## src/rtl/control_sequencer.sv

```systemverilog
// Microcode sequencer for an 8-bit accumulator CPU.
// It holds the instruction register and the microstep counter (T0..T4).
// It decodes the current opcode, step and ALU flags into the bus control lines.
// Optional feature: define SEQ_SHORTCUT_EN so each instruction returns to T0
// right after its last active microstep instead of always running to T4.
module control_sequencer (
  input  logic       CLK,
  input  logic       CLR,
  input  logic [7:0] BUS_IN,
  input  logic       CF,
  input  logic       ZF,
  output logic       CO,
  output logic       MI,
  output logic       RO,
  output logic       II,
  output logic       CE,
  output logic       IO,
  output logic       AI,
  output logic       AO,
  output logic       BI,
  output logic       RI,
  output logic       OI,
  output logic       J,
  output logic       HLT,
  output logic       SU,
  output logic       EO_n,
  output logic       FI_n,
  output logic [3:0] IR_LOW,
  output logic [2:0] STEP
);

  typedef enum logic [2:0] {
    T0 = 3'd0,
    T1 = 3'd1,
    T2 = 3'd2,
    T3 = 3'd3,
    T4 = 3'd4
  } step_t;

  localparam logic [3:0] OP_LDA = 4'h1;
  localparam logic [3:0] OP_ADD = 4'h2;
  localparam logic [3:0] OP_SUB = 4'h3;
  localparam logic [3:0] OP_STA = 4'h4;
  localparam logic [3:0] OP_LDI = 4'h5;
  localparam logic [3:0] OP_JMP = 4'h6;
  localparam logic [3:0] OP_JC  = 4'h7;
  localparam logic [3:0] OP_JZ  = 4'h8;
  localparam logic [3:0] OP_OUT = 4'hE;
  localparam logic [3:0] OP_HLT = 4'hF;

  logic [7:0] ir_reg, ir_next;
  step_t      step_reg, step_next;
  logic [3:0] opc;
  logic       halted;

  assign opc    = ir_reg[7:4];
  assign halted = (step_reg == T2) && (opc == OP_HLT);

`ifdef SEQ_SHORTCUT_EN
  // Last microstep that does useful work for a given opcode.
  function automatic step_t final_step(input logic [3:0] op);
    case (op)
      OP_LDA, OP_STA:                         final_step = T3;
      OP_ADD, OP_SUB:                         final_step = T4;
      OP_LDI, OP_JMP, OP_JC, OP_JZ, OP_OUT,
      OP_HLT:                                 final_step = T2;
      default:                                final_step = T1;
    endcase
  endfunction
`endif

  // State register: reset beats halt hold and the IR load.
  always_ff @(posedge CLK) begin
    if (CLR) begin
      ir_reg   <= 8'h00;
      step_reg <= T0;
    end else begin
      ir_reg   <= ir_next;
      step_reg <= step_next;
    end
  end

  // Next state: load IR at the end of T1, advance the step, freeze while halted.
  always_comb begin
    ir_next   = ir_reg;
    step_next = step_reg;
    if (!halted) begin
      if (step_reg == T1) begin
        ir_next = BUS_IN;
      end
`ifdef SEQ_SHORTCUT_EN
      // In T1 the instruction being fetched is still on the bus, not in IR.
      if ((step_reg == T4) ||
          (step_reg == ((step_reg == T1) ? final_step(BUS_IN[7:4]) : final_step(opc)))) begin
        step_next = T0;
      end else begin
        step_next = step_t'(step_reg + 3'd1);
      end
`else
      if (step_reg >= T4) begin
        step_next = T0;
      end else begin
        step_next = step_t'(step_reg + 3'd1);
      end
`endif
    end
  end

  // Control decode: fetch in T0/T1, opcode microcode in T2..T4.
  always_comb begin
    CO   = 1'b0;
    MI   = 1'b0;
    RO   = 1'b0;
    II   = 1'b0;
    CE   = 1'b0;
    IO   = 1'b0;
    AI   = 1'b0;
    AO   = 1'b0;
    BI   = 1'b0;
    RI   = 1'b0;
    OI   = 1'b0;
    J    = 1'b0;
    HLT  = 1'b0;
    SU   = 1'b0;
    EO_n = 1'b1;
    FI_n = 1'b1;
    case (step_reg)
      T0: begin
        CO = 1'b1;
        MI = 1'b1;
      end
      T1: begin
        RO = 1'b1;
        II = 1'b1;
        CE = 1'b1;
      end
      T2: begin
        case (opc)
          OP_LDA, OP_ADD, OP_SUB, OP_STA: begin
            IO = 1'b1;
            MI = 1'b1;
          end
          OP_LDI: begin
            IO = 1'b1;
            AI = 1'b1;
          end
          OP_JMP: begin
            IO = 1'b1;
            J  = 1'b1;
          end
          // Flags are read live so a late flag change still steers the jump.
          OP_JC: begin
            IO = 1'b1;
            J  = CF;
          end
          OP_JZ: begin
            IO = 1'b1;
            J  = ZF;
          end
          OP_OUT: begin
            AO = 1'b1;
            OI = 1'b1;
          end
          OP_HLT: HLT = 1'b1;
          default: ;
        endcase
      end
      T3: begin
        case (opc)
          OP_LDA: begin
            RO = 1'b1;
            AI = 1'b1;
          end
          OP_ADD, OP_SUB: begin
            RO = 1'b1;
            BI = 1'b1;
          end
          OP_STA: begin
            AO = 1'b1;
            RI = 1'b1;
          end
          default: ;
        endcase
      end
      T4: begin
        if (opc == OP_ADD || opc == OP_SUB) begin
          AI   = 1'b1;
          EO_n = 1'b0;
          FI_n = 1'b0;
          SU   = (opc == OP_SUB);
        end
      end
      default: ;
    endcase
  end

  assign IR_LOW = ir_reg[3:0];
  assign STEP   = step_reg;

endmodule

```

## config.mk

```make
export PLATFORM = sky130hd
export DESIGN_NAME = control_sequencer
export DESIGN_NICKNAME = d
export VERILOG_FILES = /design/src/rtl/control_sequencer.sv
export SDC_FILE = /design/constraint.sdc
export NUM_CORES = 1
export LEC_CHECK = 0
export CORE_ASPECT_RATIO = 1.2
export CORE_MARGIN = 8
export CORE_UTILIZATION = 44
export CTS_BUF_LIST = sky130_fd_sc_hd__clkbuf_8 sky130_fd_sc_hd__clkbuf_16
export CTS_CLUSTER_DIAMETER = 30
export DETAILED_ROUTE_END_ITERATION = 12
export HOLD_SLACK_MARGIN = 0.12
export PLACE_DENSITY = 0.83
export SYNTH_ARGS = -nofsm -noshare
export SYNTH_HDL_FRONTEND = slang
export SYNTH_SLANG_ARGS = --single-unit
```

## constraint.sdc

```tcl
create_clock -name CLK -period 2.4 [get_ports CLK]
set_input_delay 0.24 -clock CLK [delete_from_list [all_inputs] [get_ports CLK]]
set_output_delay 0.24 -clock CLK [all_outputs]
set_load 0.05 [all_outputs]
```

==> results.py <==
metrics = {
    "floorplan": {
        "core-area_mm2": 0.001787,
        "die_width_um": 55.01,
        "dieArea_mm2": 0.003455,
        "die_y_um": 62.81,
        "start_util_pct": 44.96,
        "ios": 35,
        "num_rows": 17,
    },
    "sta": {
        "max_freq_mhz": 445.1,
        "tightest_slew_ns": 0.5161,
        "max-slew-margin-rel_pct": 65.54,
        "fin_ws_ns": 0.1534,
        "whs_ns": 0.4770,
        "finalClockSkew_ns": 0.001804,
        "rsz0062_at_grt": "no",
        "drv_slew": 0,
        "setup_viol": 0,
        "finalCritPeriodShare_pct": 93.61,
        "hold_violations": 0,
        "fin_tns_setup_ns": 0,
        "fin_crit_ns": 2.247,
    },
    "yosys": {
        "yosysTopAreaCell": "dfxtp_1",
        "avgSynthCellArea_um2": 7.953,
        "synth-seq-cells": 11,
        "synth_top_area_share_pct": 27.41,
        "synth_nets": 117,
        "syn_area_um2": 803.3,
        "synth_cell_type_count": 33,
        "ys_warn_count": 0,
        "synth_area_leaders": "dfxtp_1, nand2b_1, ha_1",
        "ys_seq_area_share_pct": 27.41,
        "synthCells": 101,
    },
    "worst_setup_path": {
        "crit_type": "flop to primary output",
        "reg2reg_from": "STEP[0]",
        "crit_fanout": 5,
        "end_kind": "primary output",
        "critPathLaunchType": "flop",
        "cp.arrival_ns": 2.01,
        "r2r_cells": 5,
        "cp.required_ns": 2.16,
        "r2r_slack_ns": 0.69,
        "rr_endpoint": "ir_reg[3]",
    },
    "pwr": {
        "vdd_drop_max_mv": 0.3490,
        "totalPowerFinal_mw": 0.6492,
        "power_switching_mw": 0.2402,
        "comb_power_share_pct": 37.7,
        "p_leak_nw": 0.4578,
        "p_per_area_mw_per_mm2": 557.3,
        "seqPwrFrac_pct": 34.8,
        "p_clk_share_pct": 27.5,
        "switching_share_pct": 37.00,
        "p_int_mw": 0.4090,
    },
    "route": {
        "drt_wl_total_mm": 2.036,
        "post-route-drc-count": 0,
        "via_per_inst": 5.253,
        "dr_total_vias": 767,
        "ant_nets": 0,
        "routedWlPerCell_um": 13.95,
        "drt_pass1_iterations": 4,
        "drt_iter0_markers": 10,
    },
    "cells_and_area": {
        "layout-drive-gt1-share_pct": 15.75,
        "postLayoutCellArea_mm2": 0.001165,
        "mostFrequentLayoutCells": "clkdlybuf4s50_1, dfxtp_1, nand2b_1",
        "post-route-util_pct": 65.20,
        "final_cells": 146,
        "n_antenna_cell": 0,
        "syn_to_final_growth_pct": 45.02,
        "final_common_cell": "clkdlybuf4s50_1",
        "fillers": 170,
        "largest_reg_flops": 8,
        "fin_nets": 144,
    },
    "placed_design": {
        "placed_cell_area_mm2": 0.001112,
        "place_inst": 142,
        "numPortBuffers": 34,
        "dpl_worst_slack_ns": 0.2743,
        "hpwl_mm": 1.581,
        "gp_congestion": 0.8518,
    },
    "grt": {
        "grt_overflow": 0,
        "antenna_found_initial": 0,
        "grt_usage_pct": 11.92,
        "grt_pass1_wl_mm": 3.270,
        "grt_max_degree": 16,
        "grt_pass1_vias": 741,
    },
    "clocking": {
        "clk_pin_slew_ns": 0.05,
        "clock-sinks": 11,
        "cts_buffers": 3,
        "htreeDepth": 1,
        "clk_latency_ns": 0.23,
        "cts_buffer_depth": 2,
        "post_cts_resized": 0,
        "cts_tree": "yes",
        "postCtsSetupRepairBufs": 0,
        "hold_buffers": 0,
        "cts.root.buffer_cell": "clkbuf_8",
    },
    "outcome": {
        "status": "finished, final reports clean",
    },
    "job": {
        "cap_violations": 0,
    },
    "min_path": {
        "hold_depth": 2,
        "hold_path.class": "flop to flop",
        "hp-start": "ir_reg[1]",
        "hold_end": "ir_reg[1]",
    },
}
[power groups by stage]
stage	registers (mW)	logic, mW	clock network [mW]
global placement	0.227	0.242	0
finish	0.226	0.245	0.179
CTS	0.225	0.247	0.185
floorplan	0.225	0.177	0
detailed placement	0.228	0.247	0
global route	0.228	0.262	0.190
[cell usage after synthesis]
library cell / instances
dfxtp_1: 11
nand2b_1: 11
nor2_1: 9
nand2_1: 7
buf_4: 6
inv_1: 6
mux2i_1: 5
buf_2: 4
ha_1: 4
o21ai_0: 4
or3_1: 4
a21oi_1: 3
a31oi_1: 3
clkbuf_1: 2
nand3_1: 2
nor3_1: 2
nor4b_1: 2
a211oi_1: 1
a21oi_2: 1
a221oi_1: 1
a31oi_2: 1
and2b_1: 1
and4b_1: 1
buf_6: 1
nand4b_1: 1
nor2b_1: 1
nor3b_1: 1
nor4bb_1: 1
o2111ai_1: 1
o21a_1: 1
or3b_4: 1
or4_1: 1
xnor2_1: 1
[logic make-up after synthesis]
logic type               count (synthesis)  synth area share [%]
XOR/XNOR                                 1                 1.091
multiplexers                             5                 6.231
AO/OA/AOI/OAI                           16                 13.40
buffers and inverters                   19                 13.24
flip-flops                              11                 27.41
adder cells (fa/ha/maj)                  4                 6.231
AND/OR/NAND/NOR                         45                 32.40
[worst max-delay path by stage]
stage / cells after the start / start / slack (ns) / endpoint
finish: 5 / STEP[0] / 0.15 / RO
global route: 5 / STEP[0] / 0.10 / RO
CTS: 5 / STEP[0] / 0.01 / FI_n
detailed placement: 5 / STEP[0] / 0.27 / FI_n
global placement: 5 / STEP[0] / 0.35 / FI_n
floorplan: 5 / STEP[0] / 0.04 / AI
[worst max-delay path, cell delays in order (launching register included)]
cell	delay (ns)
dfxtp_1	0.40
ha_1	0.22
or3b_4	0.40
or3_1	0.41
a21oi_4	0.19
buf_12	0.15
[routing by layer]
layer / global-route usage [%] / vias up / routed length [um]
li1: - / 394 / -
met1: 14.63 / 342 / 814
met2: 17.90 / 29 / 975
met3: 3.095 / 2 / 239
met4: 6.325 / 0 / 8
met5: 0 / - / 0
[cell type report]
type | count | area (um2) | share of cell area, %
Timing Repair Buffer | 35 | 355.3 | 30.50
Tap cell | 19 | 23.77 | 2.041
Clock buffer | 3 | 41.29 | 3.545
Sequential cell | 11 | 220.2 | 18.90
Inverter | 6 | 22.52 | 1.933
Multi-Input combinational cell | 71 | 498.0 | 42.75
Clock inverter | 1 | 3.754 | 0.3222
(Power assumes the default switching activity.)
